## config.mk

```make
export PLATFORM = sky130hd
export DESIGN_NAME = mnist_tile_renderer_flat
export DESIGN_NICKNAME = d
export VERILOG_FILES = /design/src/rtl/mnist_draw_pkg.sv /design/src/rtl/mnist_tile_renderer_if.sv /design/src/rtl/mnist_tile_addr_gen.sv /design/src/rtl/mnist_tile_renderer.sv /design/src/flat_wrapper.sv
export SDC_FILE = /design/constraint.sdc
export NUM_CORES = 1
export LEC_CHECK = 0
export BUFFER_PORTS_ARGS = -buffer_cell sky130_fd_sc_hd__buf_2
export CAP_MARGIN = 5
export CORE_MARGIN = 1
export CORE_UTILIZATION = 65
export DETAILED_ROUTE_END_ITERATION = 6
export GPL_ROUTABILITY_DRIVEN = 1
export PLACE_DENSITY = 0.95
export RECOVER_POWER = 50
export REMOVE_ABC_BUFFERS = 1
export SYNTH_ARGS = -nofsm -noshare
export SYNTH_HDL_FRONTEND = slang
export SYNTH_SLANG_ARGS = --single-unit
```

## constraint.sdc

```tcl
create_clock -name CLOCK_50 -period 2.45 [get_ports CLOCK_50]
set_input_delay 0.49 -clock CLOCK_50 [delete_from_list [all_inputs] [get_ports CLOCK_50]]
set_output_delay 0.49 -clock CLOCK_50 [all_outputs]
set_load 0.05 [all_outputs]
```

## src/rtl/mnist_draw_pkg.sv

```systemverilog
// Shared constants and types for the MNIST tile renderer: source image geometry,
// address width, 3-bit colour channel and the default fill colour for disabled tiles.
package mnist_draw_pkg;

    localparam int IMG_DIM   = 28;
    localparam int IMG_BYTES = IMG_DIM * IMG_DIM;
    localparam int ADDR_W    = 10;

    typedef logic [2:0] rgb3_t;

    // {r,g,b} fill colour shown when a tile is disabled
    localparam logic [8:0] PLACEHOLDER_DEFAULT = 9'b001_011_001;

endpackage

```

## src/rtl/mnist_tile_renderer_if.sv

```systemverilog
// Image memory bus: one ADDR_W-bit address and one byte of read data per tile, packed
// with tile i at slice i. The renderer is master, the image memories are slave.
interface mnist_tile_renderer_if
    import mnist_draw_pkg::*;
#(
    parameter int NUM_TILES = 3
);

    logic [NUM_TILES*ADDR_W-1:0] image_address;
    logic [NUM_TILES*8-1:0]      image_data;

    modport master (output image_address, input  image_data);
    modport slave  (input  image_address, output image_data);

endinterface

```

## src/rtl/mnist_tile_addr_gen.sv

```systemverilog
// One tile: X/Y window compare on the lookahead column and byte address arithmetic.
// Purely combinational; the renderer registers the address and arbitrates overlaps.
module mnist_tile_addr_gen
    import mnist_draw_pkg::*;
#(
    parameter int TILE_IDX      = 0,
    parameter int IMG_DIM       = mnist_draw_pkg::IMG_DIM,
    parameter int SCALE_X_SHIFT = 2,
    parameter int SCALE_Y_SHIFT = 1,
    parameter int TILE_PITCH_Y  = 108
) (
    input  logic [19:0]       xl_i,
    input  logic [19:0]       y_i,
    input  logic [19:0]       base_x_i,
    input  logic [19:0]       base_y_i,
    output logic              hit_o,
    output logic [ADDR_W-1:0] addr_o
);

    localparam int W_X = IMG_DIM << SCALE_X_SHIFT;
    localparam int W_Y = IMG_DIM << SCALE_Y_SHIFT;

    // One extra bit so window edges near 2^20 do not wrap back into range.
    logic [20:0] top;
    logic [20:0] dy;
    logic [19:0] dx;
    logic        in_x;
    logic        in_y;

    always_comb begin
        top    = {1'b0, base_y_i} + 21'(TILE_IDX * TILE_PITCH_Y);
        in_x   = ({1'b0, xl_i} >= {1'b0, base_x_i}) &&
                 ({1'b0, xl_i} <  {1'b0, base_x_i} + 21'(W_X));
        in_y   = ({1'b0, y_i} >= top) && ({1'b0, y_i} < top + 21'(W_Y));
        dx     = xl_i - base_x_i;
        dy     = {1'b0, y_i} - top;
        hit_o  = in_x && in_y;
        addr_o = ADDR_W'(32'(dy >> SCALE_Y_SHIFT) * IMG_DIM + 32'(dx >> SCALE_X_SHIFT));
    end

endmodule

```

## src/rtl/mnist_tile_renderer.sv

```systemverilog
// Draws NUM_TILES stacked, magnified 28x28 byte images into the VGA stream; output is
// RD_LATENCY+1 edges behind the lookahead, no backpressure. Tint: `MNIST_TILE_TINT_EN.
module mnist_tile_renderer
    import mnist_draw_pkg::*;
#(
    parameter int         NUM_TILES       = 3,
    parameter int         IMG_DIM         = mnist_draw_pkg::IMG_DIM,
    parameter int         SCALE_X_SHIFT   = 2,
    parameter int         SCALE_Y_SHIFT   = 1,
    parameter int         TILE_PITCH_Y    = 108,
    parameter int         H_ORIGIN        = 320,
    parameter int         V_ORIGIN        = 45,
    parameter int         RD_LATENCY      = 1,
    parameter logic [8:0] PLACEHOLDER_RGB = PLACEHOLDER_DEFAULT
) (
    input  logic                   CLOCK_50,
    input  logic                   RST_N,
    input  logic [19:0]            dot,
    input  logic [19:0]            y_count_in,
    input  logic [19:0]            OFFSET_BASE_X,
    input  logic [19:0]            OFFSET_BASE_Y,
    input  logic [NUM_TILES-1:0]   tile_enable,
`ifdef MNIST_TILE_TINT_EN
    input  logic [NUM_TILES*9-1:0] tile_tint,
`endif
    mnist_tile_renderer_if.master  mem,
    output rgb3_t                  r_val,
    output rgb3_t                  g_val,
    output rgb3_t                  b_val,
    output logic                   flagOK
);

    localparam int IDX_W = (NUM_TILES > 1) ? $clog2(NUM_TILES) : 1;

    logic [19:0]       xl;
    logic [19:0]       y;
    logic [NUM_TILES-1:0] gen_hit;
    logic [ADDR_W-1:0] gen_addr  [NUM_TILES];
    rgb3_t             tile_gray [NUM_TILES];
`ifdef MNIST_TILE_TINT_EN
    logic [8:0]        tint_a    [NUM_TILES];
`endif

    logic              look_hit_d;
    logic [IDX_W-1:0]  look_idx_d;
    logic [RD_LATENCY-1:0] pipe_vld_q;
    logic [IDX_W-1:0]  pipe_idx_q [RD_LATENCY];
    logic [ADDR_W-1:0] addr_q    [NUM_TILES];

    logic              tap_vld;
    logic [IDX_W-1:0]  tap_idx;
    logic              flag_d;
    logic              flag_q;
    logic [8:0]        rgb_d;
    rgb3_t             r_q;
    rgb3_t             g_q;
    rgb3_t             b_q;

    // Lookahead column: the address issued now is consumed RD_LATENCY edges later.
    assign xl = dot - 20'(H_ORIGIN) + 20'(RD_LATENCY);
    assign y  = y_count_in - 20'(V_ORIGIN);

    for (genvar i = 0; i < NUM_TILES; i++) begin : g_tile
        mnist_tile_addr_gen #(
            .TILE_IDX     (i),
            .IMG_DIM      (IMG_DIM),
            .SCALE_X_SHIFT(SCALE_X_SHIFT),
            .SCALE_Y_SHIFT(SCALE_Y_SHIFT),
            .TILE_PITCH_Y (TILE_PITCH_Y)
        ) u_addr_gen (
            .xl_i    (xl),
            .y_i     (y),
            .base_x_i(OFFSET_BASE_X),
            .base_y_i(OFFSET_BASE_Y),
            .hit_o   (gen_hit[i]),
            .addr_o  (gen_addr[i])
        );

        assign mem.image_address[ADDR_W*i +: ADDR_W] = addr_q[i];
        assign tile_gray[i] = mem.image_data[8*i+5 +: 3];
`ifdef MNIST_TILE_TINT_EN
        assign tint_a[i] = tile_tint[9*i +: 9];
`endif
    end

    // Descending scan so the lowest matching tile index is the one that sticks.
    always_comb begin
        look_hit_d = 1'b0;
        look_idx_d = '0;
        for (int i = NUM_TILES - 1; i >= 0; i--) begin
            if (gen_hit[i]) begin
                look_hit_d = 1'b1;
                look_idx_d = IDX_W'(i);
            end
        end
    end

    assign tap_vld = pipe_vld_q[RD_LATENCY-1];
    assign tap_idx = pipe_idx_q[RD_LATENCY-1];

    always_comb begin
        flag_d = tap_vld;
        rgb_d  = {r_q, g_q, b_q};
        if (tap_vld) begin
            if (tile_enable[tap_idx]) begin
`ifdef MNIST_TILE_TINT_EN
                rgb_d = {tile_gray[tap_idx] & tint_a[tap_idx][8:6],
                         tile_gray[tap_idx] & tint_a[tap_idx][5:3],
                         tile_gray[tap_idx] & tint_a[tap_idx][2:0]};
`else
                rgb_d = {tile_gray[tap_idx], tile_gray[tap_idx], tile_gray[tap_idx]};
`endif
            end else begin
                rgb_d = PLACEHOLDER_RGB;
            end
        end
    end

    always_ff @(posedge CLOCK_50 or negedge RST_N) begin
        if (!RST_N) begin
            pipe_vld_q <= '0;
            for (int s = 0; s < RD_LATENCY; s++) pipe_idx_q[s] <= '0;
            for (int i = 0; i < NUM_TILES; i++) addr_q[i] <= '0;
            flag_q <= 1'b0;
            r_q    <= '0;
            g_q    <= '0;
            b_q    <= '0;
        end else begin
            pipe_vld_q[0] <= look_hit_d;
            pipe_idx_q[0] <= look_idx_d;
            for (int s = 1; s < RD_LATENCY; s++) begin
                pipe_vld_q[s] <= pipe_vld_q[s-1];
                pipe_idx_q[s] <= pipe_idx_q[s-1];
            end
            for (int i = 0; i < NUM_TILES; i++) begin
                if (look_hit_d && look_idx_d == IDX_W'(i)) addr_q[i] <= gen_addr[i];
            end
            flag_q            <= flag_d;
            {r_q, g_q, b_q}   <= rgb_d;
        end
    end

    assign r_val  = r_q;
    assign g_val  = g_q;
    assign b_val  = b_q;
    assign flagOK = flag_q;

endmodule

```

## src/flat_wrapper.sv

```systemverilog
// flat-port wrapper written by rule: the top's interface ports become plain ports
module mnist_tile_renderer_flat import mnist_draw_pkg::*;
#(
    parameter int         NUM_TILES       = 3,
    parameter int         IMG_DIM         = mnist_draw_pkg::IMG_DIM,
    parameter int         SCALE_X_SHIFT   = 2,
    parameter int         SCALE_Y_SHIFT   = 1,
    parameter int         TILE_PITCH_Y    = 108,
    parameter int         H_ORIGIN        = 320,
    parameter int         V_ORIGIN        = 45,
    parameter int         RD_LATENCY      = 1,
    parameter logic [8:0] PLACEHOLDER_RGB = PLACEHOLDER_DEFAULT
)
  (CLOCK_50, RST_N, dot, y_count_in, OFFSET_BASE_X, OFFSET_BASE_Y, tile_enable, r_val, g_val, b_val, flagOK, mem_image_address, mem_image_data);
  mnist_tile_renderer_if #(.NUM_TILES(NUM_TILES)) mem_i ();
  input  logic CLOCK_50;
  input  logic RST_N;
  input  logic [19:0] dot;
  input  logic [19:0] y_count_in;
  input  logic [19:0] OFFSET_BASE_X;
  input  logic [19:0] OFFSET_BASE_Y;
  input  logic [NUM_TILES-1:0] tile_enable;
  output rgb3_t r_val;
  output rgb3_t g_val;
  output rgb3_t b_val;
  output logic flagOK;
  output wire logic [$bits(mem_i.image_address)-1:0] mem_image_address;
  input wire logic [$bits(mem_i.image_data)-1:0] mem_image_data;
  assign mem_image_address = mem_i.image_address;
  assign mem_i.image_data = mem_image_data;
  mnist_tile_renderer #(.NUM_TILES(NUM_TILES), .IMG_DIM(IMG_DIM), .SCALE_X_SHIFT(SCALE_X_SHIFT), .SCALE_Y_SHIFT(SCALE_Y_SHIFT), .TILE_PITCH_Y(TILE_PITCH_Y), .H_ORIGIN(H_ORIGIN), .V_ORIGIN(V_ORIGIN), .RD_LATENCY(RD_LATENCY), .PLACEHOLDER_RGB(PLACEHOLDER_RGB)) u_core (.CLOCK_50(CLOCK_50), .RST_N(RST_N), .dot(dot), .y_count_in(y_count_in), .OFFSET_BASE_X(OFFSET_BASE_X), .OFFSET_BASE_Y(OFFSET_BASE_Y), .tile_enable(tile_enable), .mem(mem_i), .r_val(r_val), .g_val(g_val), .b_val(b_val), .flagOK(flagOK));
endmodule
```

==> qor.csv, run 1 <==
stage;metric;value;unit
clock_network;cts_made_buffers;5;
clock_network;ctsResizeCount;301;
floorplanning;rows;44;
outcome;status;aborted with a tool error;
synthesis;synth-simple-area-share;0.181;
synthesis;synthMuxAreaShare;0.0437;
clock_network;cts_max_level;2;
clock_network;postCtsHoldBufs;0;
synthesis;ys_warn_count;0;
floorplanning;die-width;124;um
clock_network;clock_sinks;38;
floorplanning;dieHeight;124;um
synthesis;ys_async_sr_fraction;1.00;
synthesis;synth_enable_flop_cells;0;
floorplanning;floorplan.initialDensity;0.668;
placed_design;place_inst;1875;
synthesis;syn_inst;1186;
outcome;firstError;[ERROR DPL-0038] Utilization greater than 100%, impossible to legalize;
synthesis;yosys_register_bits;38;
synthesis;ys.flop_type;dfrtp_1;
outcome;stop_stage;clock tree synthesis;
synthesis;synth_top_family_by_area;adder cells;
synthesis;yosysUniqueCellTypes;79;
placed_design;place_hpwl;37000;um
synthesis;syn_avg_cell_area;8.22;um^2
synthesis;synth_xor_area_frac;0.164;
clock_network;cts_root_buf;clkbuf_16;
placed_design;place_congestion;1.07;
placed_design;portBuffers;133;
synthesis;synthAdderAreaFrac;0.285;
floorplanning;num_io_pins;149;
synthesis;synth_compound_area_frac;0.171;
synthesis;yosysSeqAreaShare;0.0976;
synthesis;syn-cell-area;9750;um^2
clock_network;clockBufferDepth;2;
clock_network;cts_setup_buffers;44;
-- cell usage after synthesis, drive strengths merged, types with 28 or more instances --
cell type,n,area (um^2)
a21o,33,248
a21oi,83,415
dfrtp,38,951
ha,188,2350
inv,99,372
mux2,28,345
nand2,76,285
nand3,33,165
nor2,79,304
nor3,32,160
o21ai,46,241
xnor2,130,1140
xor2,47,412
-- kinds of logic after synthesis --
kind of cell             count (synthesis)
AND/OR/NAND/NOR                        346
XOR/XNOR                               179
multiplexers                            36
AO/OA/AOI/OAI                          252
adder cells (fa/ha/maj)                209
buffers and inverters                  126
flip-flops                              38
-- metrics by stage --
step	area [um^2]	hold WS, ns	utilization	worst slack (ns)	TNS [ns]
3_5_place_dp	13500	0.497	0.922	-3.53	-94.55
3_3_place_gp	13500	0.463	0.922	-3.07	-78.86
2_1_floorplan	9550	0.194	-	-3.04	-71.81
==> run 2: changes to the inputs <==
--- a/config.mk
+++ b/config.mk
@@ -8,10 +8,10 @@
 export BUFFER_PORTS_ARGS = -buffer_cell sky130_fd_sc_hd__buf_2
 export CAP_MARGIN = 5
 export CORE_MARGIN = 1
-export CORE_UTILIZATION = 65
+export CORE_UTILIZATION = 40
 export DETAILED_ROUTE_END_ITERATION = 6
 export GPL_ROUTABILITY_DRIVEN = 1
-export PLACE_DENSITY = 0.95
+export PLACE_DENSITY_LB_ADDON = 0.15
 export RECOVER_POWER = 50
 export REMOVE_ABC_BUFFERS = 1
 export SYNTH_ARGS = -nofsm -noshare
==> qor.csv, run 2 <==
stage;metric;value;unit;change
worst_hold_path;hold_class;register to register;;
synthesis;syn_inst;1186;;unchanged
timing;final.setup_skew;0.000854;ns;
timing;slew_viol_final;39;;
clock_network;clockBufferDepth;2;;unchanged
timing;fmax;0.205;GHz;
routing;viasPerCell;5.07;;
floorplanning;die-width;158;um;was 124 um
synthesis;syn-cell-area;9750;um^2;unchanged
setup_path;cp.arrival;5.05;ns;
layout;drive_above_1_share;0.464;;
layout;nFillCells;2013;;
power;p_leak;0.00783;uW;
clock_network;cts_root_buf;clkbuf_16;;unchanged
floorplanning;fp.dieArea;25000;um^2;
timing;rsz0062_at_grt;yes;;
synthesis;synth_area_leader_cell;ha_1;;unchanged
layout;seqCellArea;951;um^2;
routing;vias;10725;;
setup_path;cp-start-kind;primary input;;
timing;final.setup.worst_slack;-2.43;ns;
run;drv_cap;1;;
routing;drtPass1Iterations;5;;
clock_network;clock_sinks;38;;unchanged
synthesis;yosysSeqAreaShare;0.0976;;unchanged
grt;overflow;0;;
timing;period_share;1.99;;
layout;antenna_cells;0;;
placed_design;portBuffers;133;;unchanged
layout;stdcell_count;2116;;
synthesis;synth_enable_flop_cells;0;;unchanged
synthesis;ys_warn_count;0;;unchanged
layout;final_cell_mix;buf_4 (467), ha_1 (163), buf_2 (125), xnor2_1 (117), inv_1 (83);;
routing;drc;0;;
clock_network;clk_pin_slew_worst_paths;0.05;ns;
setup_path;worstSetupEndpointType;register;;
floorplanning;core;23700;um^2;
placed_design;placed_area;14000;um^2;was 13500 um^2
grt;grt_max_degree;39;;
layout;final_core_util;0.667;;
synthesis;synthMostInstantiatedCell;ha_1;;unchanged
layout;multi_input_area;9300;um^2;
synthesis;ys.flop_type;dfrtp_1;;unchanged
placed_design;place_inst;2054;;was 1875
power;power_density;1110;nW/um^2;
synthesis;netlist_top_cells_count;ha_1 (188), xnor2_1 (130), inv_1 (98), a21oi_1 (83), nor2_1 (78);;unchanged
setup_path;cp.required;2.62;ns;
synthesis;yosysTopAreaCellShare;0.241;;unchanged
layout;layout.cells.most_common;buf_4;;
grt;grt_pass1_vias;10709;;
timing;finalSetupViolCount;33;;
synthesis;yosysUniqueCellTypes;79;;unchanged
timing;worst_pin_slew;1.96;ns;
layout;design_area;15800;um^2;
placed_design;place_hpwl;27100;um;was 37000 um
synthesis;yosys-top-cells-area;ha_1 (24%), xnor2_1 (12%), dfrtp_1 (9.8%);;unchanged
layout;area_growth_syn_to_layout;62.1;%;
synthesis;ys_async_sr_fraction;1.00;;unchanged
placed_design;place_congestion;0.925;;was 1.07
layout;largest_register_ff_count;30;;
clock_network;cts_made_buffers;5;;unchanged
outcome;status;finished, violations left;;was aborted with a tool error
grt;grt_pass1_wl;52500;um;
clock_network;cts_tree;yes;;
routing;routed_wl;32900;um;
clock_network;cts_max_level;2;;unchanged
floorplanning;rows;56;;was 44
clock_network;clk_latency;0.28;ns;
layout;fin_nets;2114;;
grt;grtUsageTotal;0.265;;
setup_path;crit_fanout;3;;
synthesis;yosys_register_bits;38;;unchanged
outcome;violations;max-capacitance violations, max-slew violations, negative setup slack;;
floorplanning;num_io_pins;149;;unchanged
routing;wl_per_cell;15.6;um;
placed_design;post-place-ws;-3.26;ns;was -3.53 ns
routing;ant_nets;0;;
clock_network;postCtsHoldBufs;0;;unchanged
power;ir_drop;1.35;mV;
grt;antenna_found_initial;0;;
synthesis;syn_avg_cell_area;8.22;um^2;unchanged
routing;drt-initial-drc-count;576;;
floorplanning;floorplan.initialDensity;0.412;;was 0.668
floorplanning;dieHeight;158;um;was 124 um
timing;fin_crit;4.88;ns;
setup_path;critical_path_class;primary input to register;;
timing;hold_viol_final;0;;
timing;relSlewSlack;-0.306;;
run 2: cell counts after synthesis:
Identical to the previous run, type by type.
run 2: area by class of cell:
| cell class | count | area share |
|---|---|---|
| multi-input combinational | 1023 | 0.589 |
| timing repair buffer | 629 | 0.292 |
| sequential | 38 | 0.0602 |
| tap | 319 | 0.0253 |
| inverter | 99 | 0.0246 |
| clock buffer | 7 | 0.00903 |
| clock inverter | 1 | 0.000317 |
run 2: critical path: stages:
cell and delay (ns):
buf_8 0.08, inv_4 0.03, ha_4 0.27, inv_4 0.04
buf_6 0.10, fa_2 0.36, a21o_1 0.21, a21o_1 0.20
xnor2_2 0.22, inv_2 0.08, fa_2 0.46, fa_2 0.42
xor2_1 0.17, ha_1 0.32, and3_4 0.18, a2111oi_4 0.26
buf_4 0.16, o21bai_1 0.05, a21oi_1 0.18, xnor2_1 0.14
xnor3_1 0.24, xnor2_1 0.13, mux2_4 0.25
run 2: cell families after synthesis:
group | count (synthesis) | share of synthesized area
flops | 38 | 0.0976
fa+ha+maj | 209 | 0.285
simple gates | 346 | 0.181
xor+xnor | 179 | 0.164
buf+inv | 126 | 0.0584
mux | 36 | 0.0437
compound gates | 252 | 0.171
run 2: worst paths after layout:
path	from	endpoint	slack, ns	cells after the start
setup / recovery	y_count_in[1]	u_core.mem.image_address[29]	-2.43	23
hold / removal	u_core.mem.image_address[21]	u_core.mem.image_address[21]	0.48	1
setup reg to reg	u_core.pipe_idx_q[1]	u_core.b_val[0]	1.07	5
hold reg to reg	u_core.mem.image_address[21]	u_core.mem.image_address[21]	0.48	1
max in group asynchronous	RST_N	u_core.flagOK	0.57	1
min in group asynchronous	RST_N	u_core.mem.image_address[11]	0.75	1
run 2: where the power goes:
group / leakage [uW] / switching (uW) / internal, uW
Combinational: 0.00729 / 7380 / 8380
Sequential: 0.000459 / 160 / 918
Clock: 0.0000739 / 238 / 403
run 2: metal layers:
metal / GRT usage / part of all wire / vias to the layer above
met5: 0 / 0 / -
met4: 0.0806 / 0.027 / 0
met3: 0.0120 / 0.035 / 50
met2: 0.461 / 0.47 / 207
met1: 0.350 / 0.47 / 4998
li1: - / - / 5470
run 2: what timing repair did:
action | in CTS | in global routing
setup endpoints to repair | 33 | 33
cloned | 3 | 0
resized for setup | 209 | 75
setup buffers | 44 | 20
pin swaps | 100 | 82
run 2: through the flow:
stage / total power, uW / hold slack, ns / setup TNS [ns]
final: 17500 / 0.485 / -66.18
after global placement: 14100 / 0.465 / -86.31
after detailed placement: 14400 / 0.471 / -85.62
after floorplan: 9820 / 0.194 / -71.81
after CTS: 16800 / 0.336 / -65.90
after global routing: 18900 / 0.501 / -71.24
Note: power is estimated with default switching activity, not from simulation.
==> run 3: changes to the inputs <==
--- a/config.mk
+++ b/config.mk
@@ -11,7 +11,7 @@
 export CORE_UTILIZATION = 40
 export DETAILED_ROUTE_END_ITERATION = 6
 export GPL_ROUTABILITY_DRIVEN = 1
-export PLACE_DENSITY_LB_ADDON = 0.15
+export PLACE_DENSITY_LB_ADDON = 0.25
 export RECOVER_POWER = 50
 export REMOVE_ABC_BUFFERS = 1
 export SYNTH_ARGS = -nofsm -noshare
==> qor.csv, run 3 (synthesized netlist as in run 2, its figures left out) <==
stage;metric;value;unit;change
setup_path;r2r-start;u_core.pipe_idx_q[1];;unchanged
placed_design;place_hpwl;27100;um;about the same
setup_path;crit_end;u_core.mem.image_address[29];;unchanged
placed_design;portBuffers;133;;unchanged
timing;finalSetupViolCount;33;;unchanged
grt;antenna_found_initial;0;;unchanged
setup_path;worstPathCellList;buf_8 > inv_6 > ha_4 > inv_4 > buf_6 > fa_2 > a21o_1 > a21o_1 > xnor2_2 > inv_2 > fa_2 > fa_2 > xor2_1 > ha_1 > and3_4 > a2111oi_4 > buf_4 > o21bai_1 > a21oi_2 > xnor2_1 > xnor3_1 > xnor2_1 > mux2_4;;was buf_8 > inv_4 > ha_4 > inv_4 > buf_6 > fa_2 > a21o_1 > a21o_1 > xnor2_2 > inv_2 > fa_2 > fa_2 > xor2_1 > ha_1 > and3_4 > a2111oi_4 > buf_4 > o21bai_1 > a21oi_1 > xnor2_1 > xnor3_1 > xnor2_1 > mux2_4
routing;drtPass1Iterations;5;;unchanged
routing;routed_wl;35100;um;was 32900 um
outcome;violations;max-capacitance violations, max-slew violations, negative setup slack;;unchanged
outcome;status;finished, violations left;;unchanged
setup_path;reg2reg_to;u_core.b_val[0];;unchanged
clock_network;cts_tree;yes;;unchanged
layout;stdcell_count;2106;;was 2116
setup_path;regToRegSetupSlack;1.08;ns;was 1.07 ns
floorplanning;rows;56;;unchanged
setup_path;crit_fanout;3;;unchanged
floorplanning;core;23700;um^2;unchanged
setup_path;critical_path_class;primary input to register;;unchanged
placed_design;place_inst;2032;;was 2054
setup_path;cpMostUsedCell;fa_2;;unchanged
layout;layout.cells.most_common;buf_4;;unchanged
timing;relSlewSlack;-0.350;;was -0.306
worst_hold_path;hold_class;primary input to register;;was register to register
floorplanning;num_io_pins;149;;unchanged
layout;largest_register_ff_count;30;;unchanged
routing;ant_nets;0;;unchanged
timing;worst_hold_slack;0.488;ns;was 0.485 ns
timing;hold_viol_final;0;;unchanged
routing;wl_per_cell;16.7;um;was 15.6 um
grt;grt_pass1_wl;53300;um;was 52500 um
setup_path;critPathMaxStageDelay;0.51;ns;was 0.46 ns
clock_network;cts_max_level;2;;unchanged
clock_network;clock_sinks;38;;unchanged
run;drv_cap;1;;unchanged
layout;final_cell_mix;buf_4 (447), ha_1 (157), buf_2 (125), xnor2_1 (106), inv_1 (87);;was buf_4 (467), ha_1 (163), buf_2 (125), xnor2_1 (117), inv_1 (83)
placed_design;place_congestion;0.952;;was 0.925
layout;area_growth_syn_to_layout;66.0;%;was 62.1%
floorplanning;dieHeight;158;um;unchanged
floorplanning;floorplan.initialDensity;0.412;;unchanged
power;ir_drop;1.14;mV;was 1.35 mV
layout;antenna_cells;0;;unchanged
timing;fmax;0.201;GHz;was 0.205 GHz
setup_path;slowest_stage;fa_2;;unchanged
setup_path;cp-start-kind;primary input;;unchanged
setup_path;startpoint;y_count_in[1];;unchanged
power;p_leak;0.00791;uW;was 0.00783 uW
grt;grtUsageTotal;0.269;;was 0.265
routing;drt-initial-drc-count;535;;was 576
timing;worst_pin_slew;2.02;ns;was 1.96 ns
setup_path;cp.arrival;5.14;ns;was 5.05 ns
setup_path;worstSetupEndpointType;register;;unchanged
layout;design_area;16200;um^2;was 15800 um^2
layout;fin_nets;2106;;was 2114
setup_path;reg2regPathDepth;5;;unchanged
layout;drive_above_1_share;0.491;;was 0.464
timing;tns;-66.68;ns;was -66.18 ns
grt;grt_max_degree;39;;unchanged
timing;final.setup_skew;0.00155;ns;was 0.000854 ns
power;power_density;1100;nW/um^2;was 1110 nW/um^2
floorplanning;die-width;158;um;unchanged
grt;overflow;0;;unchanged
timing;period_share;2.03;;was 1.99
floorplanning;fp.dieArea;25000;um^2;unchanged
clock_network;postCtsHoldBufs;0;;unchanged
clock_network;cts_root_buf;clkbuf_16;;unchanged
clock_network;clk_pin_slew_worst_paths;0.06;ns;was 0.05 ns
timing;final.setup.worst_slack;-2.52;ns;was -2.43 ns
clock_network;clk_latency;0.27;ns;was 0.28 ns
routing;drc;0;;unchanged
clock_network;cts_made_buffers;5;;unchanged
routing;viasPerCell;5.24;;was 5.07
routing;vias;11038;;was 10725
clock_network;clockBufferDepth;2;;unchanged
timing;fin_crit;4.97;ns;was 4.88 ns
timing;rsz0062_at_grt;yes;;unchanged
grt;grt_pass1_vias;10846;;was 10709
timing;slew_viol_final;39;;unchanged
setup_path;cp.required;2.61;ns;was 2.62 ns
placed_design;placed_area;13800;um^2;was 14000 um^2
-- run 3: cell type report --
class / instances / area [um^2]
timing repair buffer: 621 / 4550
tap: 319 / 399
fill: 1835 / 7500
multi-input combinational: 1023 / 9750
inverter: 99 / 394
sequential: 38 / 951
clock buffer: 6 / 139
-- run 3: worst min-delay path by stage --
| stage | start | end | slack [ns] | depth (start not counted) |
|---|---|---|---|---|
| after floorplan | RST_N | u_core.b_val[0] | 0.19 | 0 |
| after global placement | u_core.mem.image_address[21] | u_core.mem.image_address[21] | 0.46 | 1 |
| after detailed placement | u_core.mem.image_address[27] | u_core.mem.image_address[27] | 0.47 | 1 |
| after CTS | RST_N | u_core.mem.image_address[11] | 0.34 | 1 |
| after global routing | mem_image_data[15] | u_core.b_val[2] | 0.49 | 3 |
| final | mem_image_data[15] | u_core.b_val[2] | 0.49 | 3 |
-- run 3: timing repair --
item,4_1_cts,5_1_grt
pin swaps,97,126
gates resized for setup,235,138
setup endpoints to repair,33,33
hold endpoints to repair,0,0
gates cloned,2,0
setup buffers,45,34
-- run 3: power by group --
group | switching [uW] | internal [uW]
Sequential | 174 | 919
Clock | 230 | 393
Combinational | 7610 | 8520
Total | 8020 | 9830
-- run 3: routing by layer --
layer  track usage  share of wire  vias to the layer above
li1              -              -                     5443
met5             0              0                        -
met3        0.0129          0.047                       77
met4        0.0788          0.033                        0
met2         0.476           0.48                      309
met1         0.350           0.44                     5209
-- run 3: per-stage QoR --
stage | utilization | power, uW | setup slack, ns
after global routing | 0.683 | 19300 | -2.68
after global placement | 0.582 | 14100 | -3.11
after CTS | 0.647 | 16400 | -2.48
final | 0.683 | 17800 | -2.52
after detailed placement | 0.582 | 14400 | -3.31
after floorplan | - | 9820 | -3.04
-- run 3: critical path: cells and delay by family --
family / cells / cell delay, ns
adders and majority gates: 5 / 1.90
AOI/OAI and AO/OA: 5 / 0.92
xor gates and xnor gates: 5 / 0.92
buffers and inverters: 6 / 0.50
muxes: 1 / 0.25
and+or+nand+nor: 1 / 0.17
